**config.mk**
```make
export PLATFORM = sky130hd
export DESIGN_NAME = div_ctrl
export DESIGN_NICKNAME = d
export VERILOG_FILES = /design/src/rtl/div_ctrl.sv
export SDC_FILE = /design/constraint.sdc
export NUM_CORES = 1
export LEC_CHECK = 0
export BUFFER_PORTS_ARGS = -buffer_cell sky130_fd_sc_hd__buf_2
export CORE_MARGIN = 4
export CORE_UTILIZATION = 40
export DETAILED_ROUTE_END_ITERATION = 10
export PLACE_DENSITY = 0.57
export SETUP_SLACK_MARGIN = 0.15
export SYNTH_ARGS = -nofsm -noshare
export SYNTH_HDL_FRONTEND = slang
export SYNTH_SLANG_ARGS = --single-unit
```
**constraint.sdc**
```tcl
create_clock -name clk -period 13.2 [get_ports clk]
set_input_delay 1.98 -clock clk [delete_from_list [all_inputs] [get_ports clk]]
set_output_delay 1.98 -clock clk [all_outputs]
set_load 0.02 [all_outputs]
```
**src/rtl/div_ctrl.sv**
```systemverilog
// div_ctrl: iterative 32-bit restoring divider controller for the EX stage.
// Accepts DIV/DIVU operands, runs 32 shift-subtract steps, holds the pipeline
// through stall_req_o, and returns {remainder, quotient} for the HI/LO path.
// Optional feature: define DIV_ZERO_FAST_EN to short-circuit a zero divisor
// through the BY_ZERO state (result 0, ready two cycles after accept).
// Without it a zero divisor runs all 32 steps like any other operand.

module div_ctrl (
    input  logic        clk,
    input  logic        rst,
    input  logic        start_i,
    input  logic        signed_i,
    input  logic [31:0] opdata1_i,
    input  logic [31:0] opdata2_i,
    input  logic        annul_i,
    output logic [63:0] result_o,
    output logic        ready_o,
    output logic        stall_req_o
);

    typedef enum logic [1:0] {
        S_FREE    = 2'd0,
        S_ON      = 2'd1,
        S_END     = 2'd2
`ifdef DIV_ZERO_FAST_EN
        , S_BY_ZERO = 2'd3
`endif
    } state_t;

    state_t      r_state;
    logic [5:0]  r_cnt;
    logic [64:0] r_dividend;
    logic [31:0] r_divisor;
    logic        r_sign_q;
    logic        r_sign_r;
    logic [63:0] r_result;
    logic        r_ready;

    logic        w_accept;
    logic        w_busy;
    logic [31:0] w_mag1;
    logic [31:0] w_mag2;
    logic [32:0] w_diff;
    logic [64:0] w_step;
    logic        w_last;
    logic [31:0] w_quot;
    logic [31:0] w_rem;
    logic [31:0] w_quot_fix;
    logic [31:0] w_rem_fix;

    // Operand magnitudes: signed operands with bit 31 set are negated.
    // 0x80000000 maps onto itself, which is the correct unsigned magnitude.
    assign w_mag1 = (signed_i && opdata1_i[31]) ? -opdata1_i : opdata1_i;
    assign w_mag2 = (signed_i && opdata2_i[31]) ? -opdata2_i : opdata2_i;

    assign w_accept = (r_state == S_FREE) && start_i && !annul_i;

    // One restoring step: trial-subtract the divisor from the upper partial
    // remainder; keep the difference and shift in a 1 when it does not borrow.
    assign w_diff = r_dividend[64:32] - {1'b0, r_divisor};
    assign w_step = w_diff[32] ? {r_dividend[63:0], 1'b0}
                               : {w_diff[31:0], r_dividend[31:0], 1'b1};
    assign w_last = (r_cnt == 6'd31);

    // The final step's outcome is used directly so the result lands on the
    // same edge that enters END.
    assign w_quot     = w_step[31:0];
    assign w_rem      = w_step[64:33];
    assign w_quot_fix = r_sign_q ? -w_quot : w_quot;
    assign w_rem_fix  = r_sign_r ? -w_rem  : w_rem;

`ifdef DIV_ZERO_FAST_EN
    assign w_busy = (r_state == S_ON) || (r_state == S_BY_ZERO);
`else
    assign w_busy = (r_state == S_ON);
`endif

    // Stall is combinational so the request is visible in the accept cycle;
    // it drops in END so the pipeline advances together with the result.
    assign stall_req_o = w_accept || w_busy;
    assign result_o    = r_result;
    assign ready_o     = r_ready;

    // Controller FSM with registered ready/result; reset wins over everything.
    // NOTE: state and datapath registers all use <= so every branch reads the
    // pre-edge values; the datapath is reset too so outputs are clean after rst.
    always_ff @(posedge clk) begin
        if (rst) begin
            r_state    <= S_FREE;
            r_cnt      <= 6'd0;
            r_dividend <= '0;
            r_divisor  <= '0;
            r_sign_q   <= 1'b0;
            r_sign_r   <= 1'b0;
            r_result   <= '0;
            r_ready    <= 1'b0;
        end else begin
            case (r_state)
                S_FREE: begin
                    r_ready <= 1'b0;
                    if (w_accept) begin
                        r_dividend <= {32'd0, w_mag1, 1'b0};
                        r_divisor  <= w_mag2;
                        r_sign_q   <= signed_i & (opdata1_i[31] ^ opdata2_i[31]);
                        r_sign_r   <= signed_i & opdata1_i[31];
                        r_cnt      <= 6'd0;
`ifdef DIV_ZERO_FAST_EN
                        r_state    <= (opdata2_i == 32'd0) ? S_BY_ZERO : S_ON;
`else
                        r_state    <= S_ON;
`endif
                    end
                end
                S_ON: begin
                    if (annul_i) begin
                        r_state <= S_FREE;
                    end else begin
                        r_dividend <= w_step;
                        r_cnt      <= r_cnt + 6'd1;
                        if (w_last) begin
                            r_state  <= S_END;
                            r_ready  <= 1'b1;
                            r_result <= {w_rem_fix, w_quot_fix};
                        end
                    end
                end
`ifdef DIV_ZERO_FAST_EN
                S_BY_ZERO: begin
                    if (annul_i) begin
                        r_state <= S_FREE;
                    end else begin
                        r_state  <= S_END;
                        r_ready  <= 1'b1;
                        r_result <= '0;
                    end
                end
`endif
                S_END: begin
                    // annul is ignored here: the result is already committed.
                    r_ready <= 1'b0;
                    r_state <= S_FREE;
                end
                default: begin
                    r_ready <= 1'b0;
                    r_state <= S_FREE;
                end
            endcase
        end
    end

endmodule

```
* Word level (Yosys, flattened, before mapping)
Cells that the tools add are included.
** Operators by class
- $add $sub $neg :: 6
- Multipliers :: 0
- Divide/modulo/power cells :: 0
- Magnitude comparators :: 0
- Equality and inequality tests :: 5
- Shift operators :: 0
- Mux-type cells :: 15
- Bitwise logic cells :: 5
- Reduce and logical (&&, ||, !) cells :: 14
** Operators by type and width (count)
- $mux 65 :: 3
- $pmux 65 s2 :: 1
- $mux 32 :: 4
- $neg 32->32 :: 4
- $sub 33x32->33 :: 1
- $mux 6 :: 2
- $pmux 6 s2 :: 1
- $add 6x1->6 const B :: 1
- $eq 6x5->1 const B :: 1
- $mux 2 :: 3
- $reduce_and 2->1 :: 3
- $reduce_and 3->1 :: 2
- $logic_and 1x1->1 :: 4
- $ne 2x2->1 const B :: 2
- $pmux 2 s2 :: 1
- $ne 3x2->1 const B :: 1
- $and 1x1->1 :: 2
- $eq 2x1->1 const B :: 1
- $logic_not 2->1 :: 1
- $not 1->1 :: 2
- $reduce_bool 2->1 :: 1
- $reduce_or 2->1 :: 1
- $logic_not 1->1 :: 1
- $logic_or 1x1->1 :: 1
- $xor 1x1->1 :: 1
** Storage, ports and cells
- Bits in registers :: 172
- Latch bits :: 0
- RAM bits :: 0
- Memory bits (read-only) :: 0
- Input port bits :: 69
- Output and inout bits :: 66
- Logic and storage cells :: 53
- Memories :: 0

* Longest topological paths before layout
Gate-level depths: netlist (run 1).
- Word-level depth :: 5
- Mapped depth :: 26
- Gate-level depth less buffers :: 22

* Worst setup path before layout (run 1)
Ideal clock, no wire load.
- Kind :: input to output
- From :: input annul_i
- To :: output stall_req_o
- Arrival :: 2.900 ns
- Data required time :: 11.220 ns
- Setup slack :: 8.320 ns
- Stages on the path :: 3
- Path buffers :: 1
- Cell sequence :: or4b_2 > clkbuf_1 > nand2_1
** On the way
- Word-level cells in the longest chain between the ends :: 3
** RTL lines
- from (decl) :: line 15 : input logic annul_i,
- $logic_not 1->1 :: line 56 : assign w_accept = (r_state == S_FREE) && start_i && !annul_i;
- $logic_and 1x1->1 :: line 56
- $logic_or 1x1->1 :: line 80 : assign stall_req_o = w_accept || w_busy;
- to (decl) :: line 18 : output logic stall_req_o
No other way between the ends.

* Worst setup path after layout (run 1)
- From :: register r_dividend[32]
- To :: register r_result[62] (netlist: result_o[62])
** On the way
- Word-level cells in the longest chain between the ends :: 4
** RTL lines
- from (decl) :: line 32 : logic [64:0] r_dividend;
- from (signal assigned) :: line 102 : r_dividend <= {32'd0, w_mag1, 1'b0};
- from (signal assigned) :: line 118 : r_dividend <= w_step;
- $sub 33x32->33 :: line 60 : assign w_diff = r_dividend[64:32] - {1'b0, r_divisor};
- $mux 65 (*) :: line 61 : assign w_step = w_diff[32] ? {r_dividend[63:0], 1'b0}
- $neg 32->32 :: line 70 : assign w_rem_fix = r_sign_r ? -w_rem : w_rem;
- $mux 32 (*) :: line 70
- to (signal assigned) :: line 123 : r_result <= {w_rem_fix, w_quot_fix};
- to (decl) :: line 36 : logic [63:0] r_result;
Mark *: on every way between the ends. The rest lies on a longest branch, timed or not.
A chain may end at the register's enable or synchronous reset.

==> summary.md, run 1 <==
| Metric | Value |
|---|---|
| Status | finished clean |
| Final wirelength | 34.9 mm |
| Nets@finish | 1,718 |
| Cts hold-fix bufs | 0 |
| Post-synth top area share | 29.9% |
| Startpoint types | register |
| Synth async-reset ratio | 0% |
| Largest net degree at the start of global routing | 97 |
| Die W | 178 um |
| Yosys reg bits | 172 |
| Die area | about 32,000 sq um |
| Post-synth top flop | dfxtp_1 |
| Number of port buffers | 134 |
| Number of global-route vias before repair | 10,400 |
| First-pass GRT wire length | 56.0 mm |
| I/O pin total | 135 |
| CORE AREA | 28,100 sq um |
| Drt drc | 0 |
| Avg WL per Cell | 17.5 um |
| VDD IR max | just over 0.00006 V |
| Slowest cell on crit path | buf_4 |
| Via count | 11,200 |
| Setup Fix Bufs, Post-CTS | 0 |
| Slew Limit Fails | 0 |
| Worst-path cell chain | inv_1 -> ha_1 -> fa_1 -> nor2b_1 -> o31a_1 -> o211ai_1 -> a21oi_1 -> o211a_2 -> buf_4 -> inv_4 -> nand2_1 -> o21ai_0 -> inv_1 -> ha_1 -> nand2_1 -> nor2_1 -> nand3_1 -> mux2i_1 -> o2111ai_1 -> a2111o_1 -> nor3_1 -> mux2i_1 -> nand2_1 |
| Required @ worst endpoint | 13.53 ns |
| Largest cells by area after synthesis | dfxtp_1 30%, nor2_1 7.6%, xor2_1 5.8%, a21oi_1 5.7%, a211oi_1 5.5% |
| Grt total ovfl | 0 |
| R2R Path Start | r_dividend[32] |
| Fraction of layout cells with a size suffix above 1 | 12.9% |
| Row cnt | 61 |
| Total Power | 0.00135 W |
| Minimum clock period | 5.52 ns |
| Post-synth top area cell | dfxtp_1 |
| Synthesized area per cell | 7.48 sq um |
| Leak | 5.16 nW |
| Antenna diodes | 0 |
| Reg clk slew, reported paths | roughly 0.070 ns |
| Synthesized area | 11,500 sq um |
| H-tree levels | 4 |
| Worst hold start | result_o[49] |
| Setup WS pre-CTS | 7.73 ns |
| Max Buffers Root-to-Sink | 2 |
| GRT Total Usage | between 20% and 30% |
| TritonCTS clock tree | built |
| Post-synth EDFFs | 0 |
| Worst path top cell family by delay | compound AO/OA/AOI/OAI gates |
| RSZ-0062 raised after global routing | no |
| Routability congestion estimate | roughly 0.9 |
| Area after DPL | ~12,000 sq um |
| Detailed Route Iter0 Violations | between 800 and 900 |
| Syn. warnings | 0 |
| Cell count after synthesis | ~1,500 |
| Skew final | 0.0123 ns |
| Maxcap violations | 0 |
| Final setup violation count | 0 |
| Post-Layout Inst Area | 13,000 sq um |
| Crit. Startpoint | r_dividend[32] |
| CP Buf/Inv Count | 4 |
| Critical path arrival | 5.85 ns |
| Starting Density | 41.0% |
| Max Freq | approximately 180 MHz |
| Clock tree root driver cell | clkbuf_16 |
| Register area share after synthesis | 29.9% |
| TritonCTS buffer count | 17 |
| Worst-margin pin slew | 1.24 ns |
| Initial antenna violation count | 0 |
| Kind of critical path | register to register |
| Hold Vio Cnt, Final | 0 |
| CP max stage delay | 0.53 ns |
| Syn Nets | around 1,600 |
| Area grow syn2layout | 13.0% |
| Worst hold path class | register to register |
| Number of detailed-route iterations in the first pass | 7 |
| Final ANT Viol Nets | 0 |
| Routed vias/inst | 5.61 |
| Synth unique cells | 84 |
| Clk Latency, worst-skew pair | 0.44 ns |
| DP HPWL | roughly 26 mm |
| Post-CTS sizing | 0 |
| Slew margin rel. | between 15 and 20% |
| FILL cells | 2,910 |
| Worst-path fanout max | 54 |
| Final worst-path cycle share | between 40% and 50% |
| CP Capture Type | register |
| Clock sinks | 172 |
| DIE HEIGHT | 178 um |
| Final WS setup | 7.68 ns |
| Fin Setup TNS | 0 ns |
| Most frequent cell on the critical path | nand2_1 |
| PD cells | ~100 nW/um^2 |
-- worst paths after layout --
path	slack, ns	to	cells past startpoint
worst max-delay path	7.68	result_o[62]	23
worst min-delay path	0.45	result_o[49]	2
worst max register to register	7.68	result_o[62]	23
worst min register to register	0.45	result_o[49]	2
-- sequential cells by signal (all words and copies together), names as in the netlist --
signal	cells
r_sign_q	1
ready_o	1
r_sign_r	1
r_state	2
result_o	64
r_divisor	32
r_cnt	6
r_dividend	65
-- power by group --
group	internal [W]	switching, W
clock network	0.000275	0.000258
registers	0.000533	0.0000179
logic	0.0000967	0.000172
-- final cells by class --
class                           count  area, sq um  area share [%]
Sequential cell                   172         3440            26.4
Timing Repair Buffer              143          741            5.69
Clock inverter                     15          190            1.46
Multi-Input combinational cell   1222         7540            57.9
Inverter                           55          209            1.60
Clock buffer                       17          425            3.27
Tap cell                          378          473            3.63
-- metal layers --
metal | routed length, um | GRT usage (%) | up-vias | share of wire [%]
met5 | 0 | 0 | - | 0
met4 | 558 | 5.35 | 0 | 1.6
met3 | 1550 | 3.22 | 38 | 4.4
met2 | 15100 | 33.3 | 254 | 43
met1 | 17700 | 32.4 | 5213 | 51
li1 | - | - | 5723 | -
-- per-stage QoR --
stage / hold WS (ns) / std cells / util (%)
2_1_floorplan: 0.436 / 1541 / -
5_1_grt: 0.467 / 2002 / 46.4
3_3_place_gp: 0.437 / 1970 / 44.2
4_1_cts: 0.451 / 2002 / 46.4
3_5_place_dp: 0.443 / 1970 / 44.2
6_report: 0.449 / 2002 / 46.4
-- cell families after synthesis --
family	share of synthesized area, %
buffers and inverters	4.96
DFF	29.9
muxes	1.70
and+or+nand+nor	23.6
AOI/OAI and AO/OA	27.1
xor gates and xnor gates	8.59
adders and majority gates	4.19
-- layout by cell type, fill, tap and decap left out, types with 22 or more instances in the layout --
cell	netlist	final
nor2_1	234	231
dfxtp_1	172	172
nand2_1	159	159
buf_2	11	133
a21oi_1	132	132
a211oi_1	85	85
xor2_1	76	76
o21ai_0	66	66
inv_1	54	54
nor3_1	42	42
xnor2_1	37	37
ha_1	37	37
o31ai_1	36	36
a22oi_1	27	27
nand3_1	22	22
or3_1	22	22
-- cell usage after synthesis, types with 3 or more instances --
cell,n
a21oi_1,132
a211oi_1,85
o21ai_1,4
nor3_1,42
xnor2_1,37
a31oi_1,11
o31ai_1,36
and3_1,14
nor2_1,234
nor2b_1,6
nand3b_1,5
dfxtp_1,172
nand2b_1,5
o21a_1,7
nand2_1,159
o211a_1,3
a311oi_1,9
o31a_1,8
nor3b_1,3
xor2_1,76
and2_1,18
clkbuf_1,74
o41ai_1,14
or4_1,15
nor4_1,8
a21o_1,13
nand3_1,22
or2_2,4
or3_1,22
buf_2,11
a22oi_1,27
mux2i_1,14
mux2_2,5
buf_1,6
and4_1,8
o21ai_0,66
o21bai_1,3
nand4_1,7
ha_1,37
inv_1,54
o211ai_1,8
-- worst min-delay path: stages, from the launching register on --
cell and delay [ns]:
dfxtp_1 0.31, nand2_1 0.05, a21oi_1 0.05
Power figures use the tool's default switching activity.
==> run 2: changes to the inputs <==
Clock period 13.2 ns to 5.8 ns, I/O delays scaled along.
==> run 2 against run 1 <==
Against the previous run:
- final area up 0.14%
- clock skew rose by 0.0013 ns
- hold slack got worse by 0.0019 ns
- first-iteration DRC count fell by 0.48%
- power is 130% higher
- sequential power is 130% higher
- clock power is 130% higher
==> summary.md, run 2 (synthesis results as in run 1) <==
| Metric | Value |
|---|---|
| Share of total power in combinational logic | 19.9% (about the same) |
| Worst-margin pin slew | 1.07 ns (-0.176 ns) |
| Clock sinks | 172 (unchanged) |
| Number of port buffers | 134 (unchanged) |
| VDD IR max | 0.000203 V (+230%) |
| Slew margin rel. | 28.8% (+12 points) |
| TritonCTS clock tree | built |
| Cts hold-fix bufs | 0 (unchanged) |
| NetSw | 0.000997 W (+120%) |
| Startpoint types | register |
| DIE HEIGHT | 178 um (unchanged) |
| Number of global-route vias before repair | 10,300 (-1.2%) |
| Required @ worst endpoint | 6.13 ns (-7.40 ns) |
| Post-Layout Inst Area | 13,000 sq um (+0.14%) |
| Routability congestion estimate | 0.882 (-0.40%) |
| RSZ-0062 raised after global routing | no |
| Avg WL per Cell | 17.5 um (+0.18%) |
| Antenna diodes | 0 (unchanged) |
| Routed vias/inst | 5.62 (+0.17%) |
| Sw Share | 32.2% (-0.94 points) |
| Via count | 11,300 (+0.32%) |
| PD cells | 238 nW/um^2 (+130%) |
| Max reg flops | 65 (unchanged) |
| Leak | 5.18 nW (+0.27%) |
| I/O pin total | 135 (unchanged) |
| Total Power | 0.00310 W (+130%) |
| H-tree levels | 4 (unchanged) |
| Worst-path fanout max | 45 (-17%) |
| Number of detailed-route iterations in the first pass | 5 (-2) |
| Final ANT Viol Nets | 0 (unchanged) |
| Setup Fix Bufs, Post-CTS | 0 (unchanged) |
| Fin Setup TNS | 0 ns (unchanged) |
| Reg with most FFs | r_dividend |
| DP HPWL | 26.1 mm (+1.4%) |
| Area after DPL | 12,400 sq um (+0.18%) |
| Fin cells | 2,005 (+0.15%) |
| Die W | 178 um (unchanged) |
| Final worst-path cycle share | 85.4% (+44 points) |
| Status | finished clean |
| Initial antenna violation count | 0 (unchanged) |
| Hold Vio Cnt, Final | 0 (unchanged) |
| Most frequent cells in the layout | 231 x nor2_1, 172 x dfxtp_1, 159 x nand2_1, 133 x buf_2, 132 x a21oi_1 |
| Internal power | 0.00210 W (+130%) |
| Max Buffers Root-to-Sink | 2 (unchanged) |
| Slew Limit Fails | 0 (unchanged) |
| Area grow syn2layout | 13.1% |
| Drt drc | 0 (unchanged) |
| Kind of critical path | register to register |
| GRT Total Usage | 22.0% (+0.12 points) |
| Share of power burned in registers | 40.5% (-0.2 points) |
| Nets@finish | 1,721 (+0.17%) |
| Commonest non-fill, non-tap cell in the layout | nor2_1 |
| Final setup violation count | 0 (unchanged) |
| Clk pwr share | 39.6% (+0.2 points) |
| Critical path arrival | 5.28 ns (-0.57 ns) |
| Clock tree root driver cell | clkbuf_16 |
| Die area | 31,600 sq um (unchanged) |
| Maxcap violations | 0 (unchanged) |
| First-pass GRT wire length | 56.2 mm (+0.31%) |
| Worst hold path class | register to register |
| Post-CTS sizing | 0 (unchanged) |
| Detailed Route Iter0 Violations | 837 (-0.48%) |
| FILL cells | 2,937 (+0.93%) |
| TritonCTS buffer count | 17 (unchanged) |
| Clk Latency, worst-skew pair | 0.44 ns (about the same) |
| Skew final | 0.0136 ns (+0.00126 ns) |
| Grt total ovfl | 0 (unchanged) |
| Largest net degree at the start of global routing | 80 (-18%) |
| CP Capture Type | register |
| Reg clk slew, reported paths | 0.07 ns (about the same) |
| Row cnt | 61 (unchanged) |
| Minimum clock period | 4.95 ns (-0.565 ns) |
| Final wirelength | 35.1 mm (+0.33%) |
| Fraction of layout cells with a size suffix above 1 | 13.1% (+0.16 points) |
| Placed insts | 1,973 (+0.15%) |
| CORE AREA | 28,100 sq um (unchanged) |
| Max Freq | 202 MHz (+11%) |
| Starting Density | 41.0% (unchanged) |
run 2: changes by cell type in the layout (fill, tap and decap cells not counted):
cell,delta
buf_4,+3
clkinv_8,-3
inv_6,+3
inv_8,-3
bufinv_16,+1
clkbuf_8,+1
clkinv_4,+1
run 2: power by group through the flow:
| stage | Combinational, W | Sequential (W) | Clock, W |
|---|---|---|---|
| after global routing | 0.000691 | 0.00126 | 0.00129 |
| final | 0.000617 | 0.00125 | 0.00123 |
| after CTS | 0.000615 | 0.00125 | 0.00124 |
| after detailed placement | 0.000611 | 0.00128 | 0 |
| after global placement | 0.000608 | 0.00128 | 0 |
| after floorplan | 0.000447 | 0.00127 | 0 |
run 2: through the flow:
stage,hold WS [ns],worst slack [ns],util [%]
floorplan,0.436,1.03,-
global placement,0.435,1.01,44.2
detailed placement,0.443,0.879,44.2
CTS,0.451,0.855,46.4
global route,0.464,0.342,46.4
finish,0.447,0.849,46.4
run 2: worst paths after layout:
kind,from,end,slack [ns],depth (start not counted)
max,r_divisor[21],result_o[62],0.85,20
min,result_o[46],result_o[46],0.45,2
max reg2reg,r_divisor[21],result_o[62],0.85,20
min reg2reg,result_o[46],result_o[46],0.45,2
run 2: routing by layer:
layer	part of all wire [%]	up-vias	global-route usage, %
li1	-	5716	-
met1	50	5260	32.8
met2	43	254	33.2
met3	4.8	34	3.05
met4	1.7	0	5.61
met5	0	-	0
run 2: final cells by class:
type | instances | area (sq um) | area share [%]
Sequential cell | 172 | 3440 | 26.4
Clock inverter | 14 | 173 | 1.32
Multi-Input combinational cell | 1222 | 7540 | 57.8
Clock buffer | 18 | 439 | 3.37
Timing Repair Buffer | 146 | 763 | 5.85
Tap cell | 378 | 473 | 3.63
Inverter | 55 | 209 | 1.60
run 2: critical path, cell delays in order (launching register included):
cell	delay (ns)
dfxtp_1	0.34
inv_1	0.05
ha_1	0.32
a21oi_1	0.25
o21ai_1	0.09
a221o_1	0.38
or4_1	0.48
o211a_2	0.28
inv_4	0.36
nor2_1	0.08
a21oi_1	0.23
ha_1	0.25
nand2_1	0.06
nor2_1	0.14
nand3_1	0.11
mux2i_1	0.21
o2111ai_1	0.29
a2111o_1	0.45
nor3_1	0.20
mux2i_1	0.21
nand2_1	0.06
==> run 3: changes to the inputs <==
Settings changed: CORE_UTILIZATION 40 to 60, CTS_CLUSTER_DIAMETER set to 60, PLACE_DENSITY 0.57 to 0.81.
==> run 3 against run 2 <==
Against the previous run:
- critical path depth stayed put
- hold slack better by 0.0042 ns
- power is 0.75% lower
- global-route usage is 8.5 points higher
- non-clock buffer count is 1 higher
- wire length is 4.3% lower
- utilization is 22 points higher
- clock skew is 0.0030 ns higher
- combinational power hardly changed
- via count is 4.9% higher
==> summary.md, run 3 (synthesis results as in run 1) <==
| Metric | Value |
|---|---|
| Status | finished clean |
| Fraction of layout cells with a size suffix above 1 | 13.1% (+0.053 points) |
| GRT Total Usage | 30.4% (+8.5 points) |
| CP Capture Type | register |
| Via count | 11,800 (+4.9%) |
| Total Power | 0.00308 W (-0.75%) |
| Slew Limit Fails | 0 (unchanged) |
| Number of detailed-route iterations in the first pass | 6 (+1) |
| FILL cells | 1,617 (-45%) |
| Required @ worst endpoint | 6.16 ns (+0.03 ns) |
| CORE AREA | 18,800 sq um (-33%) |
| PD cells | 238 nW/um^2 (+0.27%) |
| CP max stage delay | 0.47 ns (about the same) |
| Worst hold path class | register to register |
| Final worst-path cycle share | 83.8% (-1.6 points) |
| Multi-input logic area | 7540 sq um (unchanged) |
| Placed insts | 1,856 (-5.9%) |
| Leak | 5.19 nW (+0.22%) |
| Drt drc | 0 (unchanged) |
| Number of port buffers | 134 (unchanged) |
| Setup Fix Bufs, Post-CTS | 0 (unchanged) |
| VDD IR max | 0.000233 V (+15%) |
| Routability congestion estimate | 0.976 (+11%) |
| Clock tree root driver cell | clkbuf_16 |
| Reg clk slew, reported paths | 0.07 ns (about the same) |
| Max Buffers Root-to-Sink | 2 (unchanged) |
| Worst-path cell chain | inv_1 -> ha_1 -> a21oi_1 -> o21ai_1 -> a221o_1 -> or4_1 -> o211a_2 -> inv_4 -> nor2_1 -> a21oi_1 -> ha_1 -> nand2_1 -> nor2_1 -> nand3_1 -> mux2i_1 -> o2111ai_1 -> a2111o_1 -> nor4b_2 -> a31oi_1 -> a31oi_1 |
| Routed vias/inst | 6.26 (+11%) |
| Cts hold-fix bufs | 0 (unchanged) |
| Starting Density | 61.2% (+20 points) |
| Largest net degree at the start of global routing | 98 (+23%) |
| Final wirelength | 33.5 mm (-4.3%) |
| Final setup violation count | 0 (unchanged) |
| Hold Vio Cnt, Final | 0 (unchanged) |
| Avg WL per Cell | 17.8 um (+1.6%) |
| Startpoint types | register |
| Area grow syn2layout | 12.0% |
| Antenna diodes | 0 (unchanged) |
| Post-Layout Inst Area | 12,900 sq um (-1.0%) |
| First-pass GRT wire length | 54.3 mm (-3.4%) |
| TritonCTS buffer count | 17 (unchanged) |
| Slowest cell on crit path | or4_1 |
| Max Freq | 206 MHz (+1.9%) |
| Worst path top cell family by delay | compound AO/OA/AOI/OAI gates |
| Die area | 21,500 sq um (-32%) |
| Worst-path fanout max | 21 (-53%) |
| Die W | 147 um (-18%) |
| Grt total ovfl | 0 (unchanged) |
| Reg with most FFs | r_dividend |
| I/O pin total | 135 (unchanged) |
| Final ANT Viol Nets | 0 (unchanged) |
| H-tree levels | 4 (unchanged) |
| Fin cells | 1,888 (-5.8%) |
| Clock sinks | 172 (unchanged) |
| Area after DPL | 12,300 sq um (-1.1%) |
| Most frequent cells in the layout | 231 x nor2_1, 172 x dfxtp_1, 159 x nand2_1, 133 x buf_2, 132 x a21oi_1 |
| Row cnt | 50 (-18%) |
| Commonest non-fill, non-tap cell in the layout | nor2_1 |
| Minimum clock period | 4.86 ns (-0.0925 ns) |
| Final Core Density | 68.5% (+22 points) |
| CP Buf/Inv Count | 2 (unchanged) |
| Initial antenna violation count | 0 (unchanged) |
| Detailed Route Iter0 Violations | 1,096 (+31%) |
| Kind of critical path | register to register |
| Worst-margin pin slew | 1.22 ns (+0.150 ns) |
| Nets@finish | 1,722 (+0.058%) |
| Post-CTS sizing | 0 (unchanged) |
| Slew margin rel. | 18.8% (-10 points) |
| Storage element area | 3440 sq um (unchanged) |
| DIE HEIGHT | 147 um (-18%) |
| Number of global-route vias before repair | 10,600 (+3.2%) |
| Critical path arrival | 5.21 ns (-0.07 ns) |
| TritonCTS clock tree | built |
| Clk Latency, worst-skew pair | 0.44 ns (about the same) |
| RSZ-0062 raised after global routing | no |
| DP HPWL | 24.7 mm (-5.0%) |
| Fin Setup TNS | 0 ns (unchanged) |
| Skew final | 0.0166 ns (+0.00301 ns) |
| Maxcap violations | 0 (unchanged) |
| Max reg flops | 65 (unchanged) |
-- run 3: cell types whose count changed in the layout (fill, tap and decap cells not counted), sizes merged --
| cell | previous run | this run |
|---|---|---|
| bufinv | 2 | 1 |
| buf | 146 | 147 |
| clkbuf | 18 | 17 |
| clkinvlp | 2 | 1 |
| inv | 64 | 65 |
| clkinv | 1 | 3 |
-- run 3: worst min-delay path, cell delays in order (launching register included) --
cell and delay [ns]:
dfxtp_1 0.31, nand2_1 0.05, a21oi_1 0.05
-- run 3: final cells by class --
type	instances	share of cell area, %
tap	260	2.52
sequential	172	26.7
timing repair buffer	147	5.97
clock buffer	17	3.30
multi-input combinational	1222	58.4
inverter	55	1.62
clock inverter	15	1.50
-- run 3: per-layer routing --
| metal | track usage [%] | vias up | routed length (um) |
|---|---|---|---|
| met2 | 44.9 | 543 | 14400 |
| met4 | 11.5 | 0 | 1030 |
| met3 | 4.87 | 82 | 2680 |
| li1 | - | 5729 | - |
| met5 | 0 | - | 0 |
| met1 | 44.5 | 5457 | 15400 |
-- run 3: metrics by stage --
stage | worst slack [ns] | hold slack (ns)
after detailed placement | 1.13 | 0.444
after global placement | 1.26 | 0.436
after global routing | 0.516 | 0.466
after CTS | 1.04 | 0.452
after floorplan | 1.03 | 0.436
final | 0.942 | 0.452
-- run 3: worst paths after layout --
check / end / depth (start not counted) / slack [ns] / startpoint
setup / recovery: result_o[60] / 20 / 0.94 / r_divisor[21]
hold / removal: result_o[41] / 2 / 0.45 / result_o[41]
setup reg to reg: result_o[60] / 20 / 0.94 / r_divisor[21]
hold reg to reg: result_o[41] / 2 / 0.45 / result_o[41]
-- run 3: power breakdown --
part / total [W] / switching [W] / internal [W]
clock network: 0.00120 / 0.000573 / 0.000628
logic: 0.000619 / 0.000396 / 0.000222
registers: 0.00126 / 0.0000431 / 0.00121
